File: src/rtl/digit_sprite_layer.sv
// N-digit decimal sprite overlay: BCD conversion of a handshaked value, frame-boundary commit,
// 3-stage pixel pipeline. Optional macro LEADING_ZERO_BLANK_EN hides leading zero digits.
module digit_sprite_layer #(
  parameter int unsigned SPR_W      = 50,
  parameter int unsigned SPR_H      = 50,
  parameter int unsigned N_DIGITS   = 4,
  parameter int unsigned VAL_W      = 14,
  parameter int unsigned SCALE_LOG2 = 0,
  parameter int unsigned POS_X      = 0,
  parameter int unsigned POS_Y      = 0,
  parameter int unsigned IDX_W      = 2,
  parameter int unsigned COMMIT_Y   = 480,
  localparam int unsigned ADDR_W    = $clog2(10 * SPR_W * SPR_H)
) (
  input  logic              vga_clk,
  input  logic              reset_n,
  input  logic [9:0]        DrawX,
  input  logic [9:0]        DrawY,
  input  logic              blank,
  input  logic [3:0]        bg_red,
  input  logic [3:0]        bg_green,
  input  logic [3:0]        bg_blue,
  input  logic [VAL_W-1:0]  val_data,
  input  logic              val_valid,
  output logic              val_ready,
  output logic [ADDR_W-1:0] rom_addr,
  input  logic [IDX_W-1:0]  rom_q,
  output logic [IDX_W-1:0]  pal_idx,
  input  logic [3:0]        pal_red,
  input  logic [3:0]        pal_green,
  input  logic [3:0]        pal_blue,
  output logic [3:0]        red,
  output logic [3:0]        green,
  output logic [3:0]        blue
);

  localparam int unsigned BOX_W   = (N_DIGITS * SPR_W) << SCALE_LOG2;
  localparam int unsigned BOX_H   = SPR_H << SCALE_LOG2;
  localparam int unsigned SUB_W   = (SCALE_LOG2 > 0) ? SCALE_LOG2 : 1;
  localparam int unsigned SUB_MAX = (1 << SCALE_LOG2) - 1;
  localparam int unsigned COL_W   = (SPR_W > 1) ? $clog2(SPR_W) : 1;
  localparam int unsigned DIG_W   = $clog2(N_DIGITS) + 1;
  localparam int unsigned BCD_W   = 4 * N_DIGITS;
  localparam int unsigned CNT_W   = $clog2(VAL_W + 1);

  function automatic longint unsigned pow10(input int unsigned n);
    longint unsigned p;
    p = 1;
    for (int unsigned i = 0; i < n; i++) p = p * 10;
    return p;
  endfunction

  localparam longint unsigned SAT_LIMIT = pow10(N_DIGITS);

  typedef enum logic [1:0] {StIdle, StConv, StPend} state_t;

  state_t             r_state, w_state_nxt;
  logic [VAL_W-1:0]   r_bin;
  logic [BCD_W-1:0]   r_bcd, w_bcd_adj, w_bcd_nxt;
  logic [CNT_W-1:0]   r_cnt;
  logic               r_sat;
  logic [BCD_W-1:0]   r_disp;
  logic               w_accept, w_step, w_commit, w_commit_pt;
  logic [63:0]        w_val64;

  logic [SUB_W-1:0]   r_sub, w_sub, w_sub_nxt;
  logic [COL_W-1:0]   r_col, w_col, w_col_nxt;
  logic [DIG_W-1:0]   r_dig, w_dig, w_dig_nxt;
  logic               w_origin, w_in_box, w_vis;
  logic [31:0]        w_x32, w_y32, w_row;
  logic [3:0]         w_dig_val;
  logic [ADDR_W-1:0]  w_rom_addr, r_rom_addr;
  logic               r_vis1, r_vis2, r_blank1, r_blank2;
  logic [11:0]        r_bg1, r_bg2;

  // Column/digit counters track the current pixel; DrawX==POS_X forces them to zero.
  assign w_origin = (DrawX == 10'(POS_X));
  always_comb begin
    w_sub     = w_origin ? '0 : r_sub;
    w_col     = w_origin ? '0 : r_col;
    w_dig     = w_origin ? '0 : r_dig;
    w_sub_nxt = w_sub + SUB_W'(1);
    w_col_nxt = w_col;
    w_dig_nxt = w_dig;
    if (w_sub == SUB_W'(SUB_MAX)) begin
      w_sub_nxt = '0;
      if (w_col == COL_W'(SPR_W - 1)) begin
        w_col_nxt = '0;
        w_dig_nxt = w_dig + DIG_W'(1);
      end else begin
        w_col_nxt = w_col + COL_W'(1);
      end
    end
  end

  assign w_x32    = 32'(DrawX);
  assign w_y32    = 32'(DrawY);
  assign w_row    = (w_y32 - POS_Y) >> SCALE_LOG2;
  assign w_in_box = (w_x32 >= POS_X) && (w_x32 < POS_X + BOX_W) && (w_x32 < 32'd640) &&
                    (w_y32 >= POS_Y) && (w_y32 < POS_Y + BOX_H);

  // Display position 0 is the most significant digit.
  always_comb begin
    w_dig_val = '0;
    for (int d = 0; d < N_DIGITS; d++) begin
      if (int'(w_dig) == d) w_dig_val = r_disp[4*(N_DIGITS-1-d) +: 4];
    end
  end

  assign w_rom_addr = ADDR_W'(32'(w_dig_val) * (SPR_W * SPR_H) + w_row * SPR_W + 32'(w_col));

`ifdef LEADING_ZERO_BLANK_EN
  logic [N_DIGITS-1:0] w_lz;
  logic                w_lz_run, w_lz_hit;
  always_comb begin
    w_lz_run = 1'b1;
    w_lz     = '0;
    w_lz_hit = 1'b0;
    for (int d = 0; d < N_DIGITS; d++) begin
      w_lz_run = w_lz_run && (r_disp[4*(N_DIGITS-1-d) +: 4] == 4'd0);
      w_lz[d]  = w_lz_run && (d != N_DIGITS - 1);
      if (int'(w_dig) == d && w_lz[d]) w_lz_hit = 1'b1;
    end
  end
  assign w_vis = w_in_box && !w_lz_hit;
`else
  assign w_vis = w_in_box;
`endif

  assign rom_addr = r_rom_addr;
  assign pal_idx  = r_vis2 ? rom_q : '0;

  always_ff @(posedge vga_clk or negedge reset_n) begin
    if (!reset_n) begin
      r_sub      <= '0;
      r_col      <= '0;
      r_dig      <= '0;
      r_rom_addr <= '0;
      r_vis1     <= 1'b0;
      r_vis2     <= 1'b0;
      r_blank1   <= 1'b0;
      r_blank2   <= 1'b0;
      r_bg1      <= '0;
      r_bg2      <= '0;
      red        <= '0;
      green      <= '0;
      blue       <= '0;
    end else begin
      r_sub      <= w_sub_nxt;
      r_col      <= w_col_nxt;
      r_dig      <= w_dig_nxt;
      r_rom_addr <= w_rom_addr;
      r_vis1     <= w_vis;
      r_vis2     <= r_vis1;
      r_blank1   <= blank;
      r_blank2   <= r_blank1;
      r_bg1      <= {bg_red, bg_green, bg_blue};
      r_bg2      <= r_bg1;
      if (!r_blank2) begin
        {red, green, blue} <= '0;
      end else if (pal_idx != '0) begin
        {red, green, blue} <= {pal_red, pal_green, pal_blue};
      end else begin
        {red, green, blue} <= r_bg2;
      end
    end
  end

  // Value path: capture, double-dabble, then wait for the commit pixel.
  assign w_commit_pt = (DrawX == 10'd0) && (DrawY == 10'(COMMIT_Y));
  assign w_val64     = 64'(val_data);

  always_comb begin
    for (int i = 0; i < N_DIGITS; i++) begin
      w_bcd_adj[4*i +: 4] = (r_bcd[4*i +: 4] >= 4'd5) ? r_bcd[4*i +: 4] + 4'd3 : r_bcd[4*i +: 4];
    end
    w_bcd_nxt = BCD_W'({w_bcd_adj, r_bin[VAL_W-1]});
  end

  always_comb begin
    w_state_nxt = r_state;
    val_ready   = 1'b0;
    w_accept    = 1'b0;
    w_step      = 1'b0;
    w_commit    = 1'b0;
    unique case (r_state)
      StIdle: begin
        val_ready = 1'b1;
        if (val_valid) begin
          w_accept    = 1'b1;
          w_state_nxt = StConv;
        end
      end
      StConv: begin
        w_step = 1'b1;
        if (r_cnt == CNT_W'(VAL_W - 1)) w_state_nxt = StPend;
      end
      StPend: begin
        if (w_commit_pt) begin
          w_commit    = 1'b1;
          w_state_nxt = StIdle;
        end
      end
      default: w_state_nxt = StIdle;
    endcase
  end

  always_ff @(posedge vga_clk or negedge reset_n) begin
    if (!reset_n) begin
      r_state <= StIdle;
    end else begin
      r_state <= w_state_nxt;
    end
  end

  always_ff @(posedge vga_clk or negedge reset_n) begin
    if (!reset_n) begin
      r_bin  <= '0;
      r_bcd  <= '0;
      r_cnt  <= '0;
      r_sat  <= 1'b0;
      r_disp <= '0;
    end else begin
      if (w_accept) begin
        r_bin <= val_data;
        r_bcd <= '0;
        r_cnt <= '0;
        r_sat <= (w_val64 >= SAT_LIMIT);
      end
      if (w_step) begin
        r_bin <= r_bin << 1;
        r_bcd <= w_bcd_nxt;
        r_cnt <= r_cnt + CNT_W'(1);
      end
      if (w_commit) begin
        r_disp <= r_sat ? {N_DIGITS{4'h9}} : r_bcd;
      end
    end
  end

endmodule

File: config.mk
export PLATFORM = sky130hd
export DESIGN_NAME = digit_sprite_layer
export DESIGN_NICKNAME = d
export VERILOG_FILES = /design/src/rtl/digit_sprite_layer.sv
export SDC_FILE = /design/constraint.sdc
export NUM_CORES = 1
export LEC_CHECK = 0
export BUFFER_PORTS_ARGS = -buffer_cell sky130_fd_sc_hd__buf_4
export CAP_MARGIN = 10
export CORE_UTILIZATION = 35
export DETAILED_ROUTE_END_ITERATION = 8
export PLACE_DENSITY_LB_ADDON = 0.3
export SETUP_SLACK_MARGIN = 0.5
export SKIP_LAST_GASP = 1
export SYNTH_ARGS = -nofsm -noshare
export SYNTH_HDL_FRONTEND = slang
export SYNTH_SLANG_ARGS = --single-unit
File: constraint.sdc
create_clock -name vga_clk -period 13.6 [get_ports vga_clk]
set_input_delay 0.68 -clock vga_clk [delete_from_list [all_inputs] [get_ports vga_clk]]
set_output_delay 0.68 -clock vga_clk [all_outputs]
set_load 0.02 [all_outputs]
# After elaboration in Yosys (flattened, before gate mapping)
# Index checks and enable logic that the tools add are counted.
# Widths: inputs -> output; s select.
# op_classes
addsub,10
n_mul,2
magnitude_cmp,10
eq_ne,11
n_mux,40
n_reduce_logical,11
# ops
op,n
$mux 4,15
$mux 16,3
$mux 14,2
$ge 10x1->1 const B,2
$mux 6,3
$ge 4x3->1 const B,4
$add 15x15->15,1
$add 15x6->15,1
$ge 14x14->1 const B,1
$mul 10x5->14 const B,1
$mul 4x10->13 const B,1
$add 4x2->4 const B,3
$mux 3,4
$eq 10x9->1 const B,1
$logic_not 10->1,1
$lt 10x10->1 const B,1
$lt 10x6->1 const B,1
$lt 10x8->1 const B,1
$mux 1,8
$mux 2,4
$add 6x1->6 const B,1
$eq 3x3->1 const B,2
$eq 6x6->1 const B,1
$ne 2x2->1 const B,3
14 further kinds,19
# totals
reg_bits,118
in_bits,64
elab_cells,103

# Longest topological paths before layout
# logic_depth
depth_word,10
ltp_mapped,28
depth_no_buf,26

# Worst setup path after synthesis
# OpenSTA, ideal clock, no wires.
# synth_timing
kind,in2reg
from,in DrawX[2]
to,"reg r_rom_addr[14], in the netlist rom_addr[14]"
setup_time_ps,129
arrival_time_ps,5924
slack_ps,7547
path_stages,23
path_cell_list,nor4_4 -> nand3_1 -> clkbuf_1 -> nand2_1 -> inv_1 -> ha_1 -> ha_1 -> clkbuf_1 -> o41ai_2 -> inv_1 -> fa_1 -> ha_1 -> fa_1 -> a21o_1 -> a21oi_1 -> xnor2_1 -> ha_1 -> ha_1 -> o21ai_0 -> nand2b_1 -> o311a_1 -> a211oi_1 -> xnor2_1
# synth_via
elab_chain_len,10
# synth_rtl
element,line,rtl
from (decl),17,"input logic [9:0] DrawX,"
$logic_not 10->1 (*),77,assign w_origin = (DrawX == 10'(POS_X));
$mux 3,81,w_dig = w_origin ? '0 : r_dig;
$logic_not 3->1,106,if (int'(w_dig) == d) w_dig_val = r_disp[4*(N_DIGITS-1-d) +: 4];
$mux 4 (4 in a row),106,
$mul 4x10->13,110,assign w_rom_addr = ADDR_W'(32'(w_dig_val) * (SPR_W * SPR_H) + w_row * SPR_W + 32'(w_col));
$add 15x15->15,110,
$add 15x6->15 (*),110,
via w_rom_addr[14],72,"logic [ADDR_W-1:0] w_rom_addr, r_rom_addr;"
to (signal assigned),152,r_rom_addr <= w_rom_addr;
to (decl),72,
# The timed path passes the listed nets; every way through them passes the cells marked *.
# A chain may end at the register's enable or synchronous reset.

# Final worst setup path
# Same ends and word-level chain as after synthesis.

==> results_dict.tcl <==
set metrics [dict create \
    start_util_pct 36.2 \
    grt_pass1_vias 4886 \
    max_freq_ghz 0.159 \
    synthCells 689 \
    drt_iter0_drc 225 \
    synth_top_family_by_area "adder cells" \
    worstSetupPathType "primary input to register" \
    setup_tns_ns 0 \
    viasPerCell 4.63 \
    drv_slew 0 \
    start_kind "primary input" \
    dpl-instance-area_um2 7840 \
    dieArea_um2 20200 \
    ioPinCount 94 \
    final_hold_viol_count 0 \
    synthAdderAreaFrac_pct 20.4 \
    cp-end-kind "register" \
    final_nets 953 \
    cellPowerDensity_nw_per_um2 190 \
    finalSetupViolations 0 \
    dr.pass1.iters 4 \
    grtUsageTotal_pct 14.8 \
    crit_chain "buf_4 -> nor4_4 -> nand3_1 -> nand2_1 -> inv_1 -> ha_1 -> ha_1 -> o41ai_2 -> inv_1 -> fa_1 -> ha_1 -> fa_1 -> a21o_1 -> a21oi_1 -> xnor2_1 -> ha_1 -> ha_1 -> o21ai_0 -> nand2b_1 -> o311a_1 -> a211oi_1 -> xnor2_1" \
    power_mw 1.60 \
    required_ns 13.88 \
    rsz0062_at_grt "false" \
    cts_tree "yes" \
    synth-seq-cells 117 \
    die_w_um 142 \
    grt_overflow_total 0 \
    wire_per_inst_um 13.0 \
    yosys.area.top_type "dfrtp_1" \
    wirelength_mm 13.8 \
    dp_hpwl_mm 10.1 \
    cpMostUsedCell "ha_1" \
    min_path_type "primary input to asynchronous set/reset pin" \
    ant_nets 0 \
    core.rowCount 50 \
    die_h_um 142 \
    yosysTopAreaCellShare_pct 42.7 \
    n_fill_cell 1801 \
    setup_slack_ns 7.31 \
    synthTopCellsByArea "dfrtp_1, ha_1, nand2_1" \
    via_count 4899 \
    cts-root-buf "clkbuf_16" \
    reg2reg_slack_ns 8.23 \
    clock_latency_ns 0.41 \
    ys_top_cells_by_count "dfrtp_1, ha_1, nand2_1" \
    vdd_ir_drop_max_mv 0.102 \
    synth-edff-count 0 \
    area_growth_syn_to_layout_pct 23.1 \
    synth.mux.area_fraction_pct 0.310 \
    finalClockSkew_ns 0.00619 \
    cpPeakStageDelay_ns 0.71 \
    drv_cap 0 \
    fin_util_pct 44.6 \
    slew_headroom_pct 34.5 \
    gp_congestion 0.794 \
    synth_area_per_cell_um2 9.96 \
    grt_first_pass_wirelength_mm 23.7 \
    cts_buffer_depth 2 \
    cp_slowest_cell "o41ai_2" \
    clk_pin_slew_ns 0.05 \
    power_leakage_nw 4.28 \
    fin_cells 1058 \
    worstPathArrival_ns 6.57 \
    synth_xor_area_share_pct 4.45 \
    synth_cell_types 50 \
    portBuffers 93 \
    whs_ns 0.308 \
    async_flop_share_pct 100 \
    synth_top_flop_cell "dfrtp_1" \
    status "complete, no violations" \
    drive_gt1_share_pct 16.9 \
    grt_max_degree 66 \
    netlist_area_um2 6860 \
    worst_pin_slew_ns 0.980 \
    synth_compound_area_share_pct 13.6 \
    post-route-period-util_pct 46.3 \
    holdBufCountCts 0 \
    yosys_warnings 0 \
    synth_nets 857 \
    cts_buffers 17 \
    synthMostInstantiatedCell "dfrtp_1" \
    coreArea_um2 19000 \
    finish.instance_area_um2 8450 \
    synth-simple-area-share_pct 13.9 \
    synth_seq_area_share_pct 42.7 \
    postCtsSetupBuffers 0 \
    post_cts_resized 0 \
    antenna_found_initial 0 \
    antenna_cells 0 \
    period_minus_slack_ns 6.29 \
    dp.cells 1026 \
    cts_htree_levels 4 \
    pre_cts_ws_ns 6.90 \
    cp_max_fo 13 \
    cts.sinks 117 \
    drcViolationCount 0 \
]
## layer usage
| metal | share of wire (%) | GRT usage [%] |
|---|---|---|
| met1 | 48 | 19.8 |
| met3 | 3.2 | 3.30 |
| met2 | 47 | 23.8 |
| met4 | 1.4 | 5.04 |
| met5 | 0 | 0 |
## worst max-delay path, delay by kind of cell
kind	cells	cell delay, ns
xor gates and xnor gates	2	0.27
and+or+nand+nor	4	1.12
adders and majority gates	7	2.43
buffers and inverters	3	0.50
AOI/OAI and AO/OA	6	1.57
## cell families (layout without fill, tap and decap cells)
kind of cell | after synthesis | count (layout)
compound gates | 139 | 139
xor+xnor | 34 | 34
fa+ha+maj | 104 | 104
buf+inv | 86 | 195
flops | 117 | 117
mux | 2 | 2
simple gates | 207 | 207
## cell usage in the layout, fill, tap and decap left out, types with 14 or more instances in the layout
cell type	count
inv_1	66
ha_1	91
buf_4	97
nand2_1	88
a21oi_1	25
nand3_1	19
nor2_1	53
clkbuf_16	17
xnor2_1	24
o21ai_0	38
dfrtp_1	117
a21boi_0	14
## flip-flops by register name (all words and copies together), names as in the netlist, 2 cells and up
| signal | count |
|---|---|
| r_bg2 | 12 |
| r_cnt | 4 |
| r_state | 2 |
| r_bcd | 16 |
| r_bg1 | 12 |
| green | 4 |
| r_col | 6 |
| blue | 4 |
| rom_addr | 15 |
| r_dig | 3 |
| r_disp | 16 |
| r_bin | 14 |
| red | 4 |
## power by group
part,internal (mW),switching (mW),leakage [nW]
clock network,0.311,0.153,0.295
logic,0.271,0.361,2.54
registers,0.445,0.0640,1.45
## final timing paths
check,start,depth (start not counted),end
worst max-delay path,DrawX[2],22,rom_addr[14]
min in group vga_clk,r_bg1[10],0,r_bg2[10]
worst max register to register,r_dig[0],19,rom_addr[14]
worst min register to register,r_bg1[10],0,r_bg2[10]
max in group asynchronous,reset_n,2,rom_addr[8]
worst min-delay path,reset_n,1,r_bin[7]
## area by class of cell
| type | instances | area [µm²] | share of cell area, % |
|---|---|---|---|
| multi-input combinational | 486 | 3610 | 42.7 |
| sequential | 117 | 2930 | 34.6 |
| timing repair buffer | 97 | 728 | 8.62 |
| clock buffer | 23 | 458 | 5.42 |
| tap | 260 | 325 | 3.85 |
| inverter | 66 | 248 | 2.93 |
| clock inverter | 9 | 151 | 1.79 |
Note: power is estimated with default switching activity, not from simulation.
